[config.mk]
export PLATFORM = sky130hd
export DESIGN_NAME = instr_fetch_flat
export DESIGN_NICKNAME = d
export VERILOG_FILES = /design/src/rtl/instr_fetch_pkg.sv /design/src/rtl/instr_fetch_if.sv /design/src/rtl/instr_fetch_fifo.sv /design/src/rtl/instr_fetch.sv /design/src/flat_wrapper.sv
export SDC_FILE = /design/constraint.sdc
export NUM_CORES = 1
export LEC_CHECK = 0
export CORE_MARGIN = 1
export CORE_UTILIZATION = 30
export CTS_CLUSTER_SIZE = 24
export DETAILED_ROUTE_END_ITERATION = 8
export GPL_TIMING_DRIVEN = 0
export SLEW_MARGIN = 15
export SYNTH_ARGS = -nofsm -noshare
export SYNTH_HDL_FRONTEND = slang
export SYNTH_SLANG_ARGS = --single-unit
export TNS_END_PERCENT = 10
[constraint.sdc]
create_clock -name i_clk -period 2.4 [get_ports i_clk]
set_clock_uncertainty 0.05 [all_clocks]
set_input_delay 0.36 -clock i_clk [delete_from_list [all_inputs] [get_ports i_clk]]
set_output_delay 0.36 -clock i_clk [all_outputs]
set_load 0.1 [all_outputs]
[src/rtl/instr_fetch_pkg.sv]
// Shared types and sizing for the instruction fetch front end.
package instr_fetch_pkg;
    typedef enum logic {
        RUN   = 1'b0,
        DRAIN = 1'b1
    } fetch_state_e;

    localparam int INSTR_BYTES = 4;
    localparam int FIFO_DEPTH  = 2;
    localparam int CNT_W       = $clog2(FIFO_DEPTH + 1);
endpackage

[src/rtl/instr_fetch_if.sv]
// Fetch-side bus bundle: instruction memory port, redirect input and decode port.
interface instr_fetch_if #(
    parameter int unsigned XLEN = 32
);
    logic            o_imem_req;
    logic [XLEN-1:0] o_imem_addr;
    logic            i_imem_ack;
    logic [XLEN-1:0] i_imem_rdata;
    logic            i_redirect;
    logic [XLEN-1:0] i_redirect_pc;
    logic            o_instr_valid;
    logic            i_instr_ready;
    logic [XLEN-1:0] o_instr;
    logic [XLEN-1:0] o_instr_pc;
    logic [6:0]      o_opcode;

    modport master (
        output o_imem_req, o_imem_addr,
        input  i_imem_ack, i_imem_rdata,
        input  i_redirect, i_redirect_pc,
        output o_instr_valid, o_instr, o_instr_pc, o_opcode,
        input  i_instr_ready
    );

    modport slave (
        input  o_imem_req, o_imem_addr,
        output i_imem_ack, i_imem_rdata,
        output i_redirect, i_redirect_pc,
        input  o_instr_valid, o_instr, o_instr_pc, o_opcode,
        output i_instr_ready
    );
endinterface

[src/rtl/instr_fetch_fifo.sv]
// Two-entry {pc, instr} FIFO; entry 0 is always the head, flush beats push.
module fetch_fifo
    import instr_fetch_pkg::*;
#(
    parameter int unsigned XLEN = 32
) (
    input  logic             i_clk,
    input  logic             i_rst_n,
    input  logic             i_push,
    input  logic             i_pop,
    input  logic             i_flush,
    input  logic [XLEN-1:0]  i_push_pc,
    input  logic [XLEN-1:0]  i_push_instr,
    output logic [XLEN-1:0]  o_head_pc,
    output logic [XLEN-1:0]  o_head_instr,
    output logic [CNT_W-1:0] o_count
);
    logic [XLEN-1:0]  pc_q    [FIFO_DEPTH];
    logic [XLEN-1:0]  pc_d    [FIFO_DEPTH];
    logic [XLEN-1:0]  instr_q [FIFO_DEPTH];
    logic [XLEN-1:0]  instr_d [FIFO_DEPTH];
    logic [CNT_W-1:0] count_q, count_d, level;
    logic             push_ok;

    always_comb begin
        pc_d    = pc_q;
        instr_d = instr_q;
        count_d = count_q;
        level   = count_q;
        push_ok = 1'b0;
        if (i_flush) begin
            count_d = '0;
        end else begin
            if (i_pop && count_q != '0) begin
                for (int i = 0; i < FIFO_DEPTH - 1; i++) begin
                    pc_d[i]    = pc_q[i+1];
                    instr_d[i] = instr_q[i+1];
                end
                level = count_q - 1'b1;
            end
            // Push lands in the first free slot after any same-cycle pop.
            push_ok = i_push && (level != CNT_W'(FIFO_DEPTH));
            if (push_ok) begin
                for (int i = 0; i < FIFO_DEPTH; i++) begin
                    if (level == CNT_W'(i)) begin
                        pc_d[i]    = i_push_pc;
                        instr_d[i] = i_push_instr;
                    end
                end
            end
            count_d = level + {{(CNT_W-1){1'b0}}, push_ok};
        end
    end

    always_ff @(posedge i_clk or negedge i_rst_n) begin
        if (!i_rst_n) begin
            for (int i = 0; i < FIFO_DEPTH; i++) begin
                pc_q[i]    <= '0;
                instr_q[i] <= '0;
            end
            count_q <= '0;
        end else begin
            pc_q    <= pc_d;
            instr_q <= instr_d;
            count_q <= count_d;
        end
    end

    assign o_head_pc    = pc_q[0];
    assign o_head_instr = instr_q[0];
    assign o_count      = count_q;
endmodule

[src/rtl/instr_fetch.sv]
// Instruction fetch front end: PC sequencing, one-outstanding memory reads,
// redirect handling with drain of an in-flight read, and a decode-side FIFO.
module instr_fetch
    import instr_fetch_pkg::*;
#(
    parameter int unsigned     XLEN     = 32,
    parameter logic [XLEN-1:0] RESET_PC = '0
) (
    input logic           i_clk,
    input logic           i_rst_n,
    instr_fetch_if.master bus
);
    fetch_state_e    state_q, state_d;
    logic [XLEN-1:0] pc_q, pc_d;
    logic [XLEN-1:0] target_q, target_d;
    logic            pending_q, pending_d;
    logic            started_q, started_d;

    logic             req, ack_v, push, pop, flush;
    logic [XLEN-1:0]  redir_target, head_pc, head_instr;
    logic [CNT_W-1:0] count;

    assign redir_target = bus.i_redirect_pc & ~XLEN'(INSTR_BYTES - 1);

    // started_q keeps the request low for the whole reset and the release cycle.
    assign req   = started_q & (pending_q | (count <= CNT_W'(1)));
    assign ack_v = req & bus.i_imem_ack;
    assign pop   = (count != '0) & bus.i_instr_ready;
    assign flush = bus.i_redirect;

    always_comb begin
        state_d   = state_q;
        pc_d      = pc_q;
        target_d  = target_q;
        pending_d = req & ~ack_v;
        started_d = 1'b1;
        push      = 1'b0;
        unique case (state_q)
            RUN: begin
                if (bus.i_redirect) begin
                    if (req && !ack_v) begin
                        state_d  = DRAIN;
                        target_d = redir_target;
                    end else begin
                        pc_d = redir_target;
                    end
                end else if (ack_v) begin
                    push = 1'b1;
                    pc_d = pc_q + XLEN'(INSTR_BYTES);
                end
            end
            DRAIN: begin
                if (ack_v) begin
                    state_d = RUN;
                    pc_d    = bus.i_redirect ? redir_target : target_q;
                end else if (bus.i_redirect) begin
                    target_d = redir_target;
                end
            end
            default: state_d = RUN;
        endcase
    end

    always_ff @(posedge i_clk or negedge i_rst_n) begin
        if (!i_rst_n) begin
            state_q   <= RUN;
            pc_q      <= RESET_PC;
            target_q  <= '0;
            pending_q <= 1'b0;
            started_q <= 1'b0;
        end else begin
            state_q   <= state_d;
            pc_q      <= pc_d;
            target_q  <= target_d;
            pending_q <= pending_d;
            started_q <= started_d;
        end
    end

    fetch_fifo #(.XLEN(XLEN)) u_fifo (
        .i_clk        (i_clk),
        .i_rst_n      (i_rst_n),
        .i_push       (push),
        .i_pop        (pop),
        .i_flush      (flush),
        .i_push_pc    (pc_q),
        .i_push_instr (bus.i_imem_rdata),
        .o_head_pc    (head_pc),
        .o_head_instr (head_instr),
        .o_count      (count)
    );

    assign bus.o_imem_req    = req;
    assign bus.o_imem_addr   = req ? pc_q : '0;
    assign bus.o_instr_valid = (count != '0);
    assign bus.o_instr       = head_instr;
    assign bus.o_instr_pc    = head_pc;
    assign bus.o_opcode      = head_instr[6:0];
endmodule

[src/flat_wrapper.sv]
// flat-port wrapper written by rule: the top's interface ports become plain ports
module instr_fetch_flat import instr_fetch_pkg::*;
#(
    parameter int unsigned     XLEN     = 32,
    parameter logic [XLEN-1:0] RESET_PC = '0
)
  (i_clk, i_rst_n, bus_o_imem_req, bus_o_imem_addr, bus_i_imem_ack, bus_i_imem_rdata, bus_i_redirect, bus_i_redirect_pc, bus_o_instr_valid, bus_o_instr, bus_o_instr_pc, bus_o_opcode, bus_i_instr_ready);
  instr_fetch_if #(.XLEN(XLEN)) bus_i ();
  input logic i_clk;
  input logic i_rst_n;
  output wire logic [$bits(bus_i.o_imem_req)-1:0] bus_o_imem_req;
  output wire logic [$bits(bus_i.o_imem_addr)-1:0] bus_o_imem_addr;
  input wire logic [$bits(bus_i.i_imem_ack)-1:0] bus_i_imem_ack;
  input wire logic [$bits(bus_i.i_imem_rdata)-1:0] bus_i_imem_rdata;
  input wire logic [$bits(bus_i.i_redirect)-1:0] bus_i_redirect;
  input wire logic [$bits(bus_i.i_redirect_pc)-1:0] bus_i_redirect_pc;
  output wire logic [$bits(bus_i.o_instr_valid)-1:0] bus_o_instr_valid;
  output wire logic [$bits(bus_i.o_instr)-1:0] bus_o_instr;
  output wire logic [$bits(bus_i.o_instr_pc)-1:0] bus_o_instr_pc;
  output wire logic [$bits(bus_i.o_opcode)-1:0] bus_o_opcode;
  input wire logic [$bits(bus_i.i_instr_ready)-1:0] bus_i_instr_ready;
  assign bus_o_imem_req = bus_i.o_imem_req;
  assign bus_o_imem_addr = bus_i.o_imem_addr;
  assign bus_i.i_imem_ack = bus_i_imem_ack;
  assign bus_i.i_imem_rdata = bus_i_imem_rdata;
  assign bus_i.i_redirect = bus_i_redirect;
  assign bus_i.i_redirect_pc = bus_i_redirect_pc;
  assign bus_o_instr_valid = bus_i.o_instr_valid;
  assign bus_o_instr = bus_i.o_instr;
  assign bus_o_instr_pc = bus_i.o_instr_pc;
  assign bus_o_opcode = bus_i.o_opcode;
  assign bus_i.i_instr_ready = bus_i_instr_ready;
  instr_fetch #(.XLEN(XLEN), .RESET_PC(RESET_PC)) u_core (.i_clk(i_clk), .i_rst_n(i_rst_n), .bus(bus_i));
endmodule
# Word level (Yosys, flattened, before mapping)
# Index checks and enable logic that the tools add are counted.
# totals
latchBits	0
romBits	0
register_bits	197
ramBits	0
in_bits	69
n_memories	0
out_inout_bits	105
elab_cells	68
# classes
bitwise	8
n_mux	29
multipliers	0
shifts	0
reduce_logical	9
magnitude_cmp	1
div	0
eq_ne	8
n_addsub	3
# op_table
operator	n
$mux W32	15
$mux W64	2
$pmux W32 S2	2
$add A32 B3 Y32 const B	1
$reduce_and A3 Y1	3
$ne A2 B2 Y1 const B	4
$mux W1	6
$mux W2	3
$and A1 B1 Y1	4
$logic_and A1 B1 Y1	3
$ne A3 B2 Y1 const B	1
$ne A3 B3 Y1 const B	1
$not A1 Y1	3
$add A2 B1 Y2	1
$eq A2 B1 Y1 const B	1
$le A2 B1 Y1 const B	1
$logic_not A2 Y1	1
$ne A2 B1 Y1 const B	1
$pmux W1 S2	1
$reduce_bool A2 Y1	1
$sub A2 B1 Y2 const B	1
$logic_not A1 Y1	1
$or A1 B1 Y1	1

# Depth between registers and ports, before layout
# Gate-level depths: netlist (run 1).
# depth
word_depth	10
mapped_depth	11
depth_no_buf	8

# Hierarchy
# From an unflattened synthesis (run 1), not the netlist that was laid out.
# unflattened
hier_cells	856
hier_area_um2	9806.9
# modules_own_cells
mod	seq_area_each_um2	cells_per_inst	area_each_um2	instances
fetch_fifo	3253.1	442	5934.4	1
instr_fetch	1676.6	414	3872.5	1

# Worst setup path before layout (run 1)
# OpenSTA, ideal clock, no wires.
# synth_timing
path_kind	reg-to-output
from	register u_core.u_fifo.count_q[1] (netlist: u_core.u_fifo.o_count[1])
to	output bus_o_imem_addr[18]
t_arrival_ns	2.348
path_buffers	2
path_stages_with_launch	8
path_slack_ns	-0.358
required_ns	1.990
path_cell_list	dfrtp_1 inv_1 ha_1 or3b_1 buf_6 nand2_8 clkbuf_1 nor2_1
# synth_via
elab_chain_len	4
# synth_rtl
item	line	source
from (decl)	instr_fetch_fifo.sv:22	logic [CNT_W-1:0] count_q, count_d, level;
from (signal assigned)	instr_fetch_fifo.sv:65	count_q <= count_d;
$le A2 B1 Y1	instr_fetch.sv:26	assign req = started_q & (pending_q | (count <= CNT_W'(1)));
$or A1 B1 Y1	instr_fetch.sv:26	
$and A1 B1 Y1	instr_fetch.sv:26	
$mux W32	instr_fetch.sv:94	assign bus.o_imem_addr = req ? pc_q : '0;
to (decl)	flat_wrapper.sv:12	output wire logic [$bits(bus_i.o_imem_addr)-1:0] bus_o_imem_addr;
# No other way between the ends.

# Worst setup path in the final report (run 1)
# layout_timing
from	register u_core.u_fifo.count_q[0] (netlist: u_core.u_fifo.o_count[0])
to	output bus_o_imem_addr[17]
# The elaborated chain is that of the path after synthesis.

==> results.md, run 1 <==
* Worst slew pin tran at 691 ps
* Seq cells post-synth at 197
* Syn-to-layout area delta at 35.9%
* Pwr dens at 1420 mW/mm^2
* Synth unique cells at 57
* Count leader, synth: dfrtp_1
* N_diodes at 0
* Mapped Avg Cell Area at 10.8 sq um
* Die area at 0.0336 sq mm
* H-tree Lvls at 4
* Global-route congestion overflow total at 0
* Detail Placement HPWL at 20800 um
* Clock power share at 0.159
* Crit-path most repeated cell: buf_12
* Warnings from Yosys at 0
* Synth top area share at 0.499
* Gate power share at 0.548
* DRC Markers at 0
* Via density at 4.94
* Top cells by area, synth: dfrtp_1 (50%), mux2_2 (11%), mux2i_1 (6.9%)
* Syn Inst Count at 917
* Min cycle time layout at 2500 ps
* Initial DRT Pass Iterations at 8
* Num Clock Sinks at 197
* Ports at 174
* Placed Area at 0.0122 sq mm
* Final setup violation count at 29
* Final Hold Fails at 0
* Initial core utilization at 0.304
* CP endpoint kind: primary output
* Result of the run: finished with violations
* Layout cells sized above 1 at 0.367
* Post-synth EDFFs at 0
* Tcrit/Tclk final at 1.04
* Crit path kind: flop to primary output
* Clock-pin slew of the registers on the worst-case setup and hold paths at 80 ps
* Max Clk Rate at 400 MHz
* IO Port Bufs at 170
* Routed WL per cell at 18.7 um
* Hold Slack at 381 ps
* Sw Share at 0.495
* Largest net degree at the start of global routing at 83
* Max FO, Critical Path at 7
* Ys flop type: dfrtp_1
* Die width at 183 um
* Post-route ant nets at 0
* Synth area leader: dfrtp_1
* DR vias at 7809
* Design area at 0.0134 sq mm
* Internal power at 9.63 mW
* CORE AREA at 0.0325 sq mm
* # nets final at 1198
* CP startpoint kind: flop
* Synthesized area at 0.00987 sq mm
* PnR worst setup slack at -101 ps
* Reg power frac at 0.293
* RSZ-0062 raised after global routing: true
* Pleak at 5.86 nW
* Post-synth top cells: dfrtp_1 (197), o21ai_0 (100), mux2_2 (94)
* Max clock buf depth at 2
* Worst vdd ir at 0.000798 V
* Post-synth ARST share at 1.00
* CTS tree: done
* Total track usage at 0.176
* Worst stage delay on the critical path at 410 ps
* Antenna violations before repair at 0
* Hold crit path type: primary input to async pin
* Vias in the first global route at 7588
* Max Slew Vio Count at 0
* Crit path DAT at 2090 ps
* Post-detailed-routing wire length at 29600 um
* Slowest cell on crit path: dfrtp_1
* Global-route wire length before repair at 45200 um
* Clk root buf: clkbuf_16
* Site Rows at 66
* Failing checks: setup timing
* Relative slew slack at 0.539
* Final GP Congestion at 0.864
* Post-synth net total at 989
* Register area share after synthesis at 0.499
* Req. time, crit path at 1990 ps
* Clock latency on the worst-skew pair at 440 ps
* Max Cap Violations at 0
* Num CTS Buffers at 17
* Crit-path cells: ha_4 > or3b_4 > buf_12 > clkbuf_16 > and3_4 > buf_12
* Die height at 183 um
* Net switching power at 9.44 mW
* DRT iter0 DRCs at 631
## registers in the layout, summed over array words and instances, names as in the netlist
signal	cells
u_core.pending_q	1
u_core.target_q	32
u_core.u_fifo.pc_q	32
u_core.u_fifo.o_head_pc	32
u_core.u_fifo.o_count	2
u_core.u_fifo.o_head_instr	32
u_core.u_fifo.instr_q	32
u_core.pc_q	32
u_core.started_q	1
u_core.state_q	1
## path summary, 6_finish.rpt
path                                          start                             end  slack (ps)  cells after the start
max                        u_core.u_fifo.o_count[0]             bus_o_imem_addr[17]        -100                      6
min                                         i_rst_n  u_core.u_fifo.o_head_instr[23]         380                      2
max reg2reg                u_core.u_fifo.o_count[0]             u_core.target_q[28]          40                      8
min reg2reg                      u_core.target_q[0]              u_core.target_q[0]         450                      1
max in group asynchronous                   i_rst_n                  u_core.pc_q[2]        1110                      3
min in group i_clk               u_core.target_q[0]              u_core.target_q[0]         450                      1
## repair_timing
action | in CTS | in global routing
resized for setup | 419 | 46
setup buffers | 6 | 8
cloned | 2 | 1
endpoints found under the hold margin | 53 | 0
hold buffers | 1 | 0
setup endpoints to repair | 274 | 178
pin swaps | 2 | 3
## cells in the final DEF (no fill, tap or decap), types with 19 or more instances in the layout
cell type	instances
o21ai_0	100
mux2i_1	68
mux2_2	94
nand2_1	88
dfrtp_1	195
buf_4	159
nor2_1	19
buf_12	29
a21oi_1	21
and3_4	20
clkdlybuf4s50_1	64
clkbuf_16	19
## critical path: cells and delay by family, from the launching register on
kind          cells  cell delay [ps]
simple gates      2              590
buf+inv           3              490
fa+ha+maj         1              170
flops             1              410
## kinds of logic after synthesis
group,Yosys count,share of synthesized area
simple gates,215,0.108
compound gates,188,0.117
flops,197,0.499
buf+inv,148,0.0924
mux,162,0.176
xor+xnor,3,0.00266
fa+ha+maj,3,0.00380
other cells,1,0.000380
## metal layers
| metal | vias up | part of all wire | global-route usage |
|---|---|---|---|
| li1 | 3613 | - | - |
| met1 | 3887 | 0.47 | 0.253 |
| met2 | 286 | 0.46 | 0.274 |
| met3 | 23 | 0.058 | 0.0338 |
| met4 | 0 | 0.010 | 0.0323 |
| met5 | - | 0 | 0 |
## per-stage QoR
stage | std cells | total power, mW | util | worst slack, ps | TNS [ps]
after floorplan | 917 | 12.9 | - | -358 | -2510
after global placement | 1529 | 15.3 | 0.374 | -7650 | -1560370
after detailed placement | 1531 | 15.4 | 0.376 | -1030 | -57180
after CTS | 1572 | 18.9 | 0.407 | -157 | -3180
after global routing | 1581 | 19.9 | 0.414 | -146 | -3770
final | 1581 | 19.1 | 0.414 | -101 | -2210
## power by group through the flow
| stage | Sequential [mW] | Combinational, mW | Clock (mW) |
|---|---|---|---|
| floorplan | 5.21 | 7.69 | 0 |
| global placement | 5.59 | 9.68 | 0 |
| detailed placement | 5.63 | 9.78 | 0 |
| CTS | 5.57 | 10.3 | 3.09 |
| global route | 5.75 | 10.9 | 3.22 |
| finish | 5.60 | 10.4 | 3.03 |
## layout make-up
cell class | instances | area, sq um
Fill cell | 3170 | 19000
Multi-Input combinational cell | 572 | 4270
Timing Repair Buffer | 190 | 2020
Clock inverter | 13 | 168
Sequential cell | 197 | 4930
Tap cell | 442 | 553
Buffer | 136 | 995
Clock buffer | 19 | 433
Inverter | 12 | 47.5
Power figures use the tool's default switching activity.
==> run 2: changes to the inputs <==
Settings changed: GPL_ROUTABILITY_DRIVEN set to 1.
==> results of run 2 <==
Same layout as run 1: the final DEF is identical, and so are final timing and power.
==> run 3: changes to the inputs <==
Settings changed: CORE_UTILIZATION 30 to 45, PLACE_DENSITY set to 0.7.
==> run 3 against run 2 <==
The run still ends with setup timing left; design area is 2.5% lower; critical path depth is the same; setup slack improved by 25 ps; die area is 33% lower; count of clock-buffer cells in the layout is 1 lower; critical path type unchanged; largest power group unchanged; highest routed layer unchanged.
==> results.md, run 3 (synthesized netlist as in run 1, its figures left out) <==
* DRC Markers at 0 (unchanged)
* Min cycle time layout at 2480 ps (-24.7 ps)
* Fin util at 0.615 (+0.201)
* PnR worst setup slack at -75.9 ps (+24.7 ps)
* Multi-input logic area at 0.00423 sq mm (-0.91%)
* Max Cap Violations at 0 (unchanged)
* Die width at 150 um (-18%)
* Global-route wire length before repair at 41700 um (-7.7%)
* Max Slew Vio Count at 0 (unchanged)
* Most frequent cells in the layout: dfrtp_1 (197), buf_4 (154), o21ai_0 (100)
* Crit-path cells: ha_2 > or3b_4 > buf_12 > clkbuf_8 > and3_4 > buf_12
* Pwr dens at 1430 mW/mm^2 (+0.35%)
* Largest net degree at the start of global routing at 102 (+23%)
* Via density at 5.48 (+11%)
* Die height at 150 um (-18%)
* Result of the run: finished with violations
* Worst stage delay on the critical path at 400 ps (about the same)
* Ports at 174 (unchanged)
* Die area at 0.0225 sq mm (-33%)
* Most common cell after layout, fill and taps aside: dfrtp_1
* Dpl ws at -955 ps (+74.6 ps)
* Num CTS Buffers at 17 (unchanged)
* Clock-pin slew of the registers on the worst-case setup and hold paths at 80 ps (about the same)
* Final GP Congestion at 0.898 (+3.9%)
* Slowest cell on crit path: or3b_4
* Sequential Area at 0.00493 sq mm (about the same)
* Hold crit path type: primary input to flop
* Detail Placement HPWL at 18300 um (-12%)
* RSZ-0062 raised after global routing: true
* DRT iter0 DRCs at 640 (+1.4%)
* Tcrit/Tclk final at 1.03 (-0.0103)
* Final Hold Fails at 0 (unchanged)
* WL met3 at 1660 um (-3.6%)
* IO Port Bufs at 170 (unchanged)
* Worst Path Buf+Inv at 3 (unchanged)
* Pleak at 5.79 nW (-1.2%)
* CORE AREA at 0.0213 sq mm (-34%)
* Clk root buf: clkbuf_16
* Vias in the first global route at 7468 (-1.6%)
* Relative slew slack at 0.492 (-0.0474)
* Layout cells sized above 1 at 0.358 (-0.00890)
* Crit path kind: flop to primary output
* Antenna violations before repair at 0 (unchanged)
* Clock latency on the worst-skew pair at 440 ps (about the same)
* Total track usage at 0.242 (+0.0668)
* Site Rows at 53 (-20%)
* Max Clk Rate at 404 MHz (+1.0%)
* Fillers at 1810 (-43%)
* Max FO, Critical Path at 7 (unchanged)
* Placed Area at 0.0120 sq mm (-1.9%)
* CP endpoint kind: primary output
* Top cell family by delay on the critical path: simple AND/OR/NAND/NOR gates
* Hold Slack at 435 ps (+54.2 ps)
* N_diodes at 0 (unchanged)
* Met2 routed wirelength at 12400 um (-9.2%)
* Worst slew pin tran at 762 ps (+71.1 ps)
* H-tree Lvls at 4 (unchanged)
* Routed WL per cell at 18.7 um (-0.34%)
* Syn-to-layout area delta at 32.5%
* Met1 wire length at 11700 um (-16%)
* Num Clock Sinks at 197 (unchanged)
* Global-route congestion overflow total at 0 (unchanged)
* Initial core utilization at 0.464 (+0.160)
* Worst vdd ir at 0.000689 V (-14%)
* Failing checks: setup timing
* CTS tree: done
* Initial DRT Pass Iterations at 6 (-2)
* DR vias at 7704 (-1.3%)
* Max clock buf depth at 2 (unchanged)
* # nets final at 1190 (-0.67%)
* Req. time, crit path at 1990 ps (about the same)
* R2r setup slk at 10 ps (-30 ps)
* Pwr Total at 18.7 mW (-2.2%)
* Design area at 0.0131 sq mm (-2.5%)
* Crit path DAT at 2070 ps (-20 ps)
* Final setup violation count at 28 (-3.4%)
* Crit-path most repeated cell: buf_12
* Post-detailed-routing wire length at 26200 um (-11%)
* CP startpoint kind: flop
* Top Layer Used: met4
* Post-route ant nets at 0 (unchanged)
[run 3: worst reg2reg max path, delay by kind of cell, from the launching register on]
family / cells / cell delay [ps]
and+or+nand+nor: 2 / 550
muxes: 1 / 350
buffers and inverters: 4 / 700
AOI/OAI and AO/OA: 1 / 250
DFF: 1 / 390
[run 3: path summary, 6_finish.rpt]
check                      cells past startpoint                             end                     start
setup / recovery                               6              bus_o_imem_addr[5]  u_core.u_fifo.o_count[0]
hold / removal                                 3             u_core.target_q[31]            bus_i_redirect
setup reg to reg                               8        u_core.u_fifo.instr_q[5]  u_core.u_fifo.o_count[1]
hold reg to reg                                1              u_core.target_q[1]        u_core.target_q[1]
max in group asynchronous                      3                 u_core.pc_q[28]                   i_rst_n
min in group asynchronous                      2  u_core.u_fifo.o_head_instr[30]                   i_rst_n
[run 3: area by class of cell]
class | instances | share of cell area
buffer | 136 | 0.0765
clock buffer | 18 | 0.0336
clock inverter | 14 | 0.0106
inverter | 12 | 0.00363
multi-input combinational | 572 | 0.324
sequential | 197 | 0.377
tap | 275 | 0.0263
timing repair buffer | 182 | 0.149
[run 3: repair_timing]
action | CTS | global route
cloned | 4 | 0
endpoints found under the hold margin | 96 | 0
pin swaps | 2 | 3
hold buffers | 1 | 0
gates resized for setup | 423 | 31
setup buffers | 6 | 0
setup endpoints to repair | 271 | 187
[run 3: per-layer routing]
metal  vias up  track usage
met3        39       0.0391
met1      3756        0.342
met4         0       0.0687
met5         -            0
li1       3603            -
met2       306        0.385
[run 3: where the power goes]
group | switching (mW) | total (mW) | internal [mW]
Sequential | 1.00 | 5.55 | 4.55
Combinational | 6.92 | 10.3 | 3.36
Clock | 1.34 | 2.83 | 1.49
[run 3: stage by stage]
| stage | std cells | TNS, ps |
|---|---|---|
| after detailed placement | 1363 | -40170 |
| after CTS | 1406 | -1620 |
| after global routing | 1406 | -6150 |
| final | 1406 | -1740 |
| after global placement | 1362 | -1525400 |
| after floorplan | 917 | -2510 |
==> variant 1, RTL diff (flow settings as in run 1) <==
`FIFO_DEPTH`: 2 -> 1.
--- a/src/rtl/instr_fetch_pkg.sv
+++ b/src/rtl/instr_fetch_pkg.sv
@@ -6,7 +6,7 @@
     } fetch_state_e;
 
     localparam int INSTR_BYTES = 4;
-    localparam int FIFO_DEPTH  = 2;
+    localparam int FIFO_DEPTH  = 1;
     localparam int CNT_W       = $clog2(FIFO_DEPTH + 1);
 endpackage
 
Check against the original RTL: not equivalent (Yosys sat finds a counterexample within 4 cycles, from zero or initial values and one cycle with i_rst_n low).
==> variant 1 against run 1 <==
Cell area decreased by 34%. Sequential cell count decreased by 66. First-iteration DRC count decreased by 57%. Area after synthesis decreased by 37%. Power decreased by 41%. Wire length decreased by 38%. Clock power decreased by 21%. Worst setup slack improved by 150 ps. Critical endpoint is now bus_o_instr_valid.
==> variant 1: results (changes against run 1) <==
stage	metric	value	unit	change
status	outcome	completed		was complete, but fails checks
cells_and_area	fin_nets	805		was 1,198
route	via_per_inst	5.02		was 4.94
place	hpwl	13600	um	was 20,800 um
place	pre_cts_ws	-796	ps	was -1030 ps
logic_synthesis	syn_nets	611		was 989
critical_path	startpoint	u_core.u_fifo.o_count$_DFF_PN0_		was u_core.u_fifo.o_count[0]$_DFF_PN0_
sta	relSlewSlack	32.9	%	was 53.9%
clocking	clk_pin_slew	50	ps	was 80 ps
critical_path	cp_slowest_cell	clkdlybuf4s50_1		was dfrtp_1
route	wl_met2	8410	um	was 13,700 um
critical_path	max_stage_delay	1150	ps	was 410 ps
critical_path	r2r-end	u_core.pc_q[31]$_DFFE_PN0P_		was u_core.target_q[28]$_DFFE_PN0P_
critical_path	cp_top_family	buffers and inverters		was simple AND/OR/NAND/NOR gates
route	drt-initial-drc-count	272		was 631
critical_path	crit_path_end	bus_o_instr_valid		was bus_o_imem_addr[17]
sta	fin_hold_ws	309	ps	was 381 ps
logic_synthesis	synth_common_cells	131 x dfrtp_1, 88 x mux2_2, 38 x o21ai_0		was 197 x dfrtp_1, 100 x o21ai_0, 94 x mux2_2
pwr	power	11.2	mW	was 19.1 mW
logic_synthesis	synth.distinct_cells	51		was 57
route	first_pass_iters	4		was 8
grt	grt_max_degree	80		was 83
pwr	power_clock	2.40	mW	was 3.03 mW
cells_and_area	multi_input_area	2660	um^2	was 4270 um^2
grt	use_met3	4.86	%	was 3.38%
critical_path	r2r_slack	170	ps	was 40 ps
grt	grt_use_total	18.0	%	was 17.6%
logic_synthesis	synthAdderAreaFrac	0.202	%	was 0.380%
cells_and_area	fillerInstances	1918		was 3,170
cells_and_area	final_cells	1015		was 1,581
grt	grt_util_met1	23.9	%	was 25.3%
logic_synthesis	synth_area_leaders	dfrtp_1 53%, mux2_2 16%, and2_1 3.4%, o21ai_0 3.1%, a21oi_1 1.6%		was dfrtp_1 50%, mux2_2 11%, mux2i_1 6.9%, buf_4 5.6%, o21ai_0 5.1%
pwr	vdd_drop_max	0.523	mV	was 0.798 mV
logic_synthesis	ys_seq_area_share	52.8	%	was 49.9%
route	met1_length	8350	um	was 13,900 um
route	dr_wl_met3	1290	um	was 1720 um
clocking	clk-insertion-delay-late	420	ps	was 440 ps
route	wl	18400	um	was 29,600 um
logic_synthesis	avgSynthCellArea	11.5	um^2	was 10.8 um^2
pwr	cellLeakagePower	3.70	nW	was 5.86 nW
critical_path	cp_max_fo	2		was 7
min_path	holdCritPathClass	in -> reg		was in -> async
grt	grtUsageMet2	27.9	%	was 27.4%
pwr	comb_power_share	49.8	%	was 54.8%
place	placed_cells	982		was 1,531
grt	antenna_found_initial	1		was 0
critical_path	timing.rr.start	u_core.state_q$_DFF_PN0_		was u_core.u_fifo.o_count[0]$_DFF_PN0_
place	placed_area	8280	um^2	was 12,200 um^2
logic_synthesis	synth_xor_area_share	0	%	was 0.266%
grt	grt_pass1_vias	5261		was 7,588
variant 1: cell types whose count changed in the layout (fill, tap and decap cells not counted), sizes merged, moves of 10 or more:
cell / change
clkdlybuf4s50: +63
nand2: -62
dfrtp: -66
and3: -25
inv: -10
o21ai: -61
buf: -159
clkbuf: -11
mux2i: -67
and2: +31
variant 1: layout make-up:
class,instances,share of cell area [%]
Sequential cell,131,37.3
Timing Repair Buffer,175,19.1
Inverter,7,0.299
Buffer,45,3.07
Clock buffer,23,5.55
Clock inverter,6,0.626
Multi-Input combinational cell,358,30.3
Tap cell,270,3.84
variant 1: repair_timing:
action	CTS	global route
resized for setup	197	7
pin swaps	0	1
buffers inserted	0	3
hold buffers	1	0
setup endpoints to repair	44	57
endpoints found under the hold margin	78	0
==> variant 2, RTL diff (settings of run 1) <==
Made on the original files. Make the reset (`i_rst_n`) synchronous in 2 clocked blocks.
--- a/src/rtl/instr_fetch_fifo.sv
+++ b/src/rtl/instr_fetch_fifo.sv
@@ -52,7 +52,7 @@
         end
     end
 
-    always_ff @(posedge i_clk or negedge i_rst_n) begin
+    always_ff @(posedge i_clk) begin
         if (!i_rst_n) begin
             for (int i = 0; i < FIFO_DEPTH; i++) begin
                 pc_q[i]    <= '0;
--- a/src/rtl/instr_fetch.sv
+++ b/src/rtl/instr_fetch.sv
@@ -61,7 +61,7 @@
         endcase
     end
 
-    always_ff @(posedge i_clk or negedge i_rst_n) begin
+    always_ff @(posedge i_clk) begin
         if (!i_rst_n) begin
             state_q   <= RUN;
             pc_q      <= RESET_PC;
Function: differs if i_rst_n is asserted again (counterexample within 4 cycles, from zero or initial values and one cycle with i_rst_n low); with i_rst_n held inactive, the same outputs for 4 cycles.
==> variant 2 against run 1 <==
The run still ends with negative setup slack left. Worst setup slack better by 25 ps. Area after synthesis up 1.9%. Synthesized cell count up 38%. Wire length up 11%. Maximum frequency up 0.99%. Cell area up 0.45%. Non-clock buffer count up 34. Sequential cell count unchanged. Register-to-register slack worse by 30 ps. Sequential share of layout area down 7.4 points. First-iteration DRC count up 11%.
Power is not compared: it rests on default switching activity, and its combinational part moved more than twofold at a synthesized area within 25%.
==> variant 2: results (changes against run 1) <==
stage	metric	value	unit	change
grt	grt_max_degree	20		was 83
logic_synthesis	synth_common_cells	249 x nand2_1, 197 x dfxtp_1, 131 x a21oi_1		was 197 x dfrtp_1, 100 x o21ai_0, 94 x mux2_2
logic_synthesis	syn_nets	1343		was 989
grt	grt_pass1_vias	8935		was 7,588
min_path	holdCritPathClass	reg -> reg		was in -> async
clocking	clk-insertion-delay-late	430	ps	
grt	grt_pass1_wl	50100	um	was 45,200 um
critical_path	cp_max_fo	6		was 7
route	highest_layer	met4		unchanged
route	first_pass_iters	5		was 8
route	drt-initial-drc-count	703		was 631
route	met1_length	14500	um	was 13,900 um
route	wl_per_cell	17.1	um	was 18.7 um
cells_and_area	fin_nets	1542		was 1,198
place	port_buffers	171		was 170
sta	worst_slack	-76.1	ps	was -101 ps
route	via_count	9532		was 7,809
route	dr_wl_met3	2130	um	was 1720 um
cells_and_area	layout-drive-gt1-share	26.9	%	was 36.7%
clocking	numCtsBuffers	17		unchanged
route	wl	32900	um	was 29,600 um
cells_and_area	antenna_cells	0		unchanged
clocking	root_buffer	clkbuf_16		unchanged
pwr	cellLeakagePower	5.79	nW	
logic_synthesis	synth_top_flop_cell	dfxtp_1		was dfrtp_1
clocking	clk_pin_slew	80	ps	about the same
logic_synthesis	async_reset_ff_share	0	%	was 100%
place	placed_cells	1883		was 1,531
route	ant_nets	0		unchanged
place	hpwl	23900	um	was 20,800 um
sta	worstMarginPinSlew	814	ps	was 691 ps
clocking	cts.path.max_buffers	2		unchanged
place	placed_area	12300	um^2	was 12,200 um^2
logic_synthesis	synth.distinct_cells	64		was 57
sta	finalSetupViolCount	32		was 29
route	wl_met2	15400	um	was 13,700 um
logic_synthesis	avgSynthCellArea	7.92	um^2	was 10.8 um^2
status	outcome	complete, but fails checks		unchanged
critical_path	r2r_slack	10	ps	was 40 ps
logic_synthesis	yosysWarnings	0		unchanged
status	violations	negative setup slack		unchanged
logic_synthesis	synth_area_leaders	dfxtp_1 39%, nand2_1 9.3%, o221a_2 7.5%, mux2i_1 6.7%, a21oi_1 6.5%		was dfrtp_1 50%, mux2_2 11%, mux2i_1 6.9%, buf_4 5.6%, o21ai_0 5.1%
critical_path	cp.arrival	2070	ps	was 2090 ps
place	globalplace.congestion	0.888		was 0.864
pwr	vdd_drop_max	0.490	mV	
logic_synthesis	ys_seq_area_share	39.2	%	was 49.9%
grt	antenna_found_initial	0		unchanged
grt	grt_use_total	19.0	%	was 17.6%
clocking	h-tree-depth	4		unchanged
variant 2: logic make-up (layout without fill, tap and decap cells):
family | after synthesis | in the layout | synth area share, %
buffers and inverters | 250 | 462 | 12.8
XOR/XNOR | 2 | 2 | 0.174
adder cells (fa/ha/maj) | 4 | 4 | 0.498
AO/OA/AOI/OAI | 289 | 289 | 20.4
multiplexers | 67 | 67 | 6.67
flip-flops | 197 | 197 | 39.2
AND/OR/NAND/NOR | 461 | 461 | 20.3
variant 2: through the flow:
step	hold WS, ps	worst slack, ps	setup TNS, ps
5_1_grt	422	-123	-4020
6_report	406	-76.1	-2020
3_5_place_dp	397	-716	-111640
3_3_place_gp	392	-706	-112920
4_1_cts	407	-72.7	-1860
2_1_floorplan	338	129	0
variant 2: final cells by class:
| type | count | area [um^2] |
|---|---|---|
| buffer | 180 | 1130 |
| clock buffer | 17 | 425 |
| clock inverter | 15 | 136 |
| fill | 3357 | 19300 |
| inverter | 70 | 265 |
| multi-input combinational | 823 | 5080 |
| sequential | 197 | 3950 |
| tap | 442 | 553 |
| timing repair buffer | 180 | 1940 |
variant 2: per-layer routing:
layer,vias to the layer above,track usage (%)
li1,4699,-
met1,4425,25.0
met2,354,31.3
met3,54,3.46
met4,0,6.18
met5,-,0
variant 2: path summary, 6_finish.rpt:
path / to / depth (start not counted) / from
setup / recovery: bus_o_imem_addr[16] / 7 / u_core.u_fifo.o_count[1]$_SDFF_PP0_
hold / removal: u_core.u_fifo.instr_q[12]$_SDFFE_PN0P_ / 2 / u_core.u_fifo.instr_q[12]$_SDFFE_PN0P_
setup reg to reg: u_core.u_fifo.o_count[0]$_SDFF_PP0_ / 8 / u_core.u_fifo.o_count[1]$_SDFF_PP0_
hold reg to reg: u_core.u_fifo.instr_q[12]$_SDFFE_PN0P_ / 2 / u_core.u_fifo.instr_q[12]$_SDFFE_PN0P_
variant 2: power breakdown:
part           internal (mW)  total, mW  leakage (nW)  switching [mW]
sequential              3.38       3.49          1.60           0.104
clock                   1.38       2.81         0.274            1.43
combinational          0.611       1.78          3.91            1.17
variant 2: worst max-delay path, stage by stage (launching register included):
cell and delay [ps]:
dfxtp_4 370, inv_4 40, ha_4 150, or3b_4 430, buf_8 170, buf_8 120
and3_4 190, buf_12 160
variant 2: what timing repair did:
| item | 4_1_cts | 5_1_grt |
|---|---|---|
| resized for setup | 437 | 61 |
| pin swaps | 1 | 3 |
| hold endpoints to repair | 0 | 0 |
| endpoints found under the setup margin | 287 | 196 |
| setup buffers | 2 | 3 |
| gates cloned | 4 | 0 |
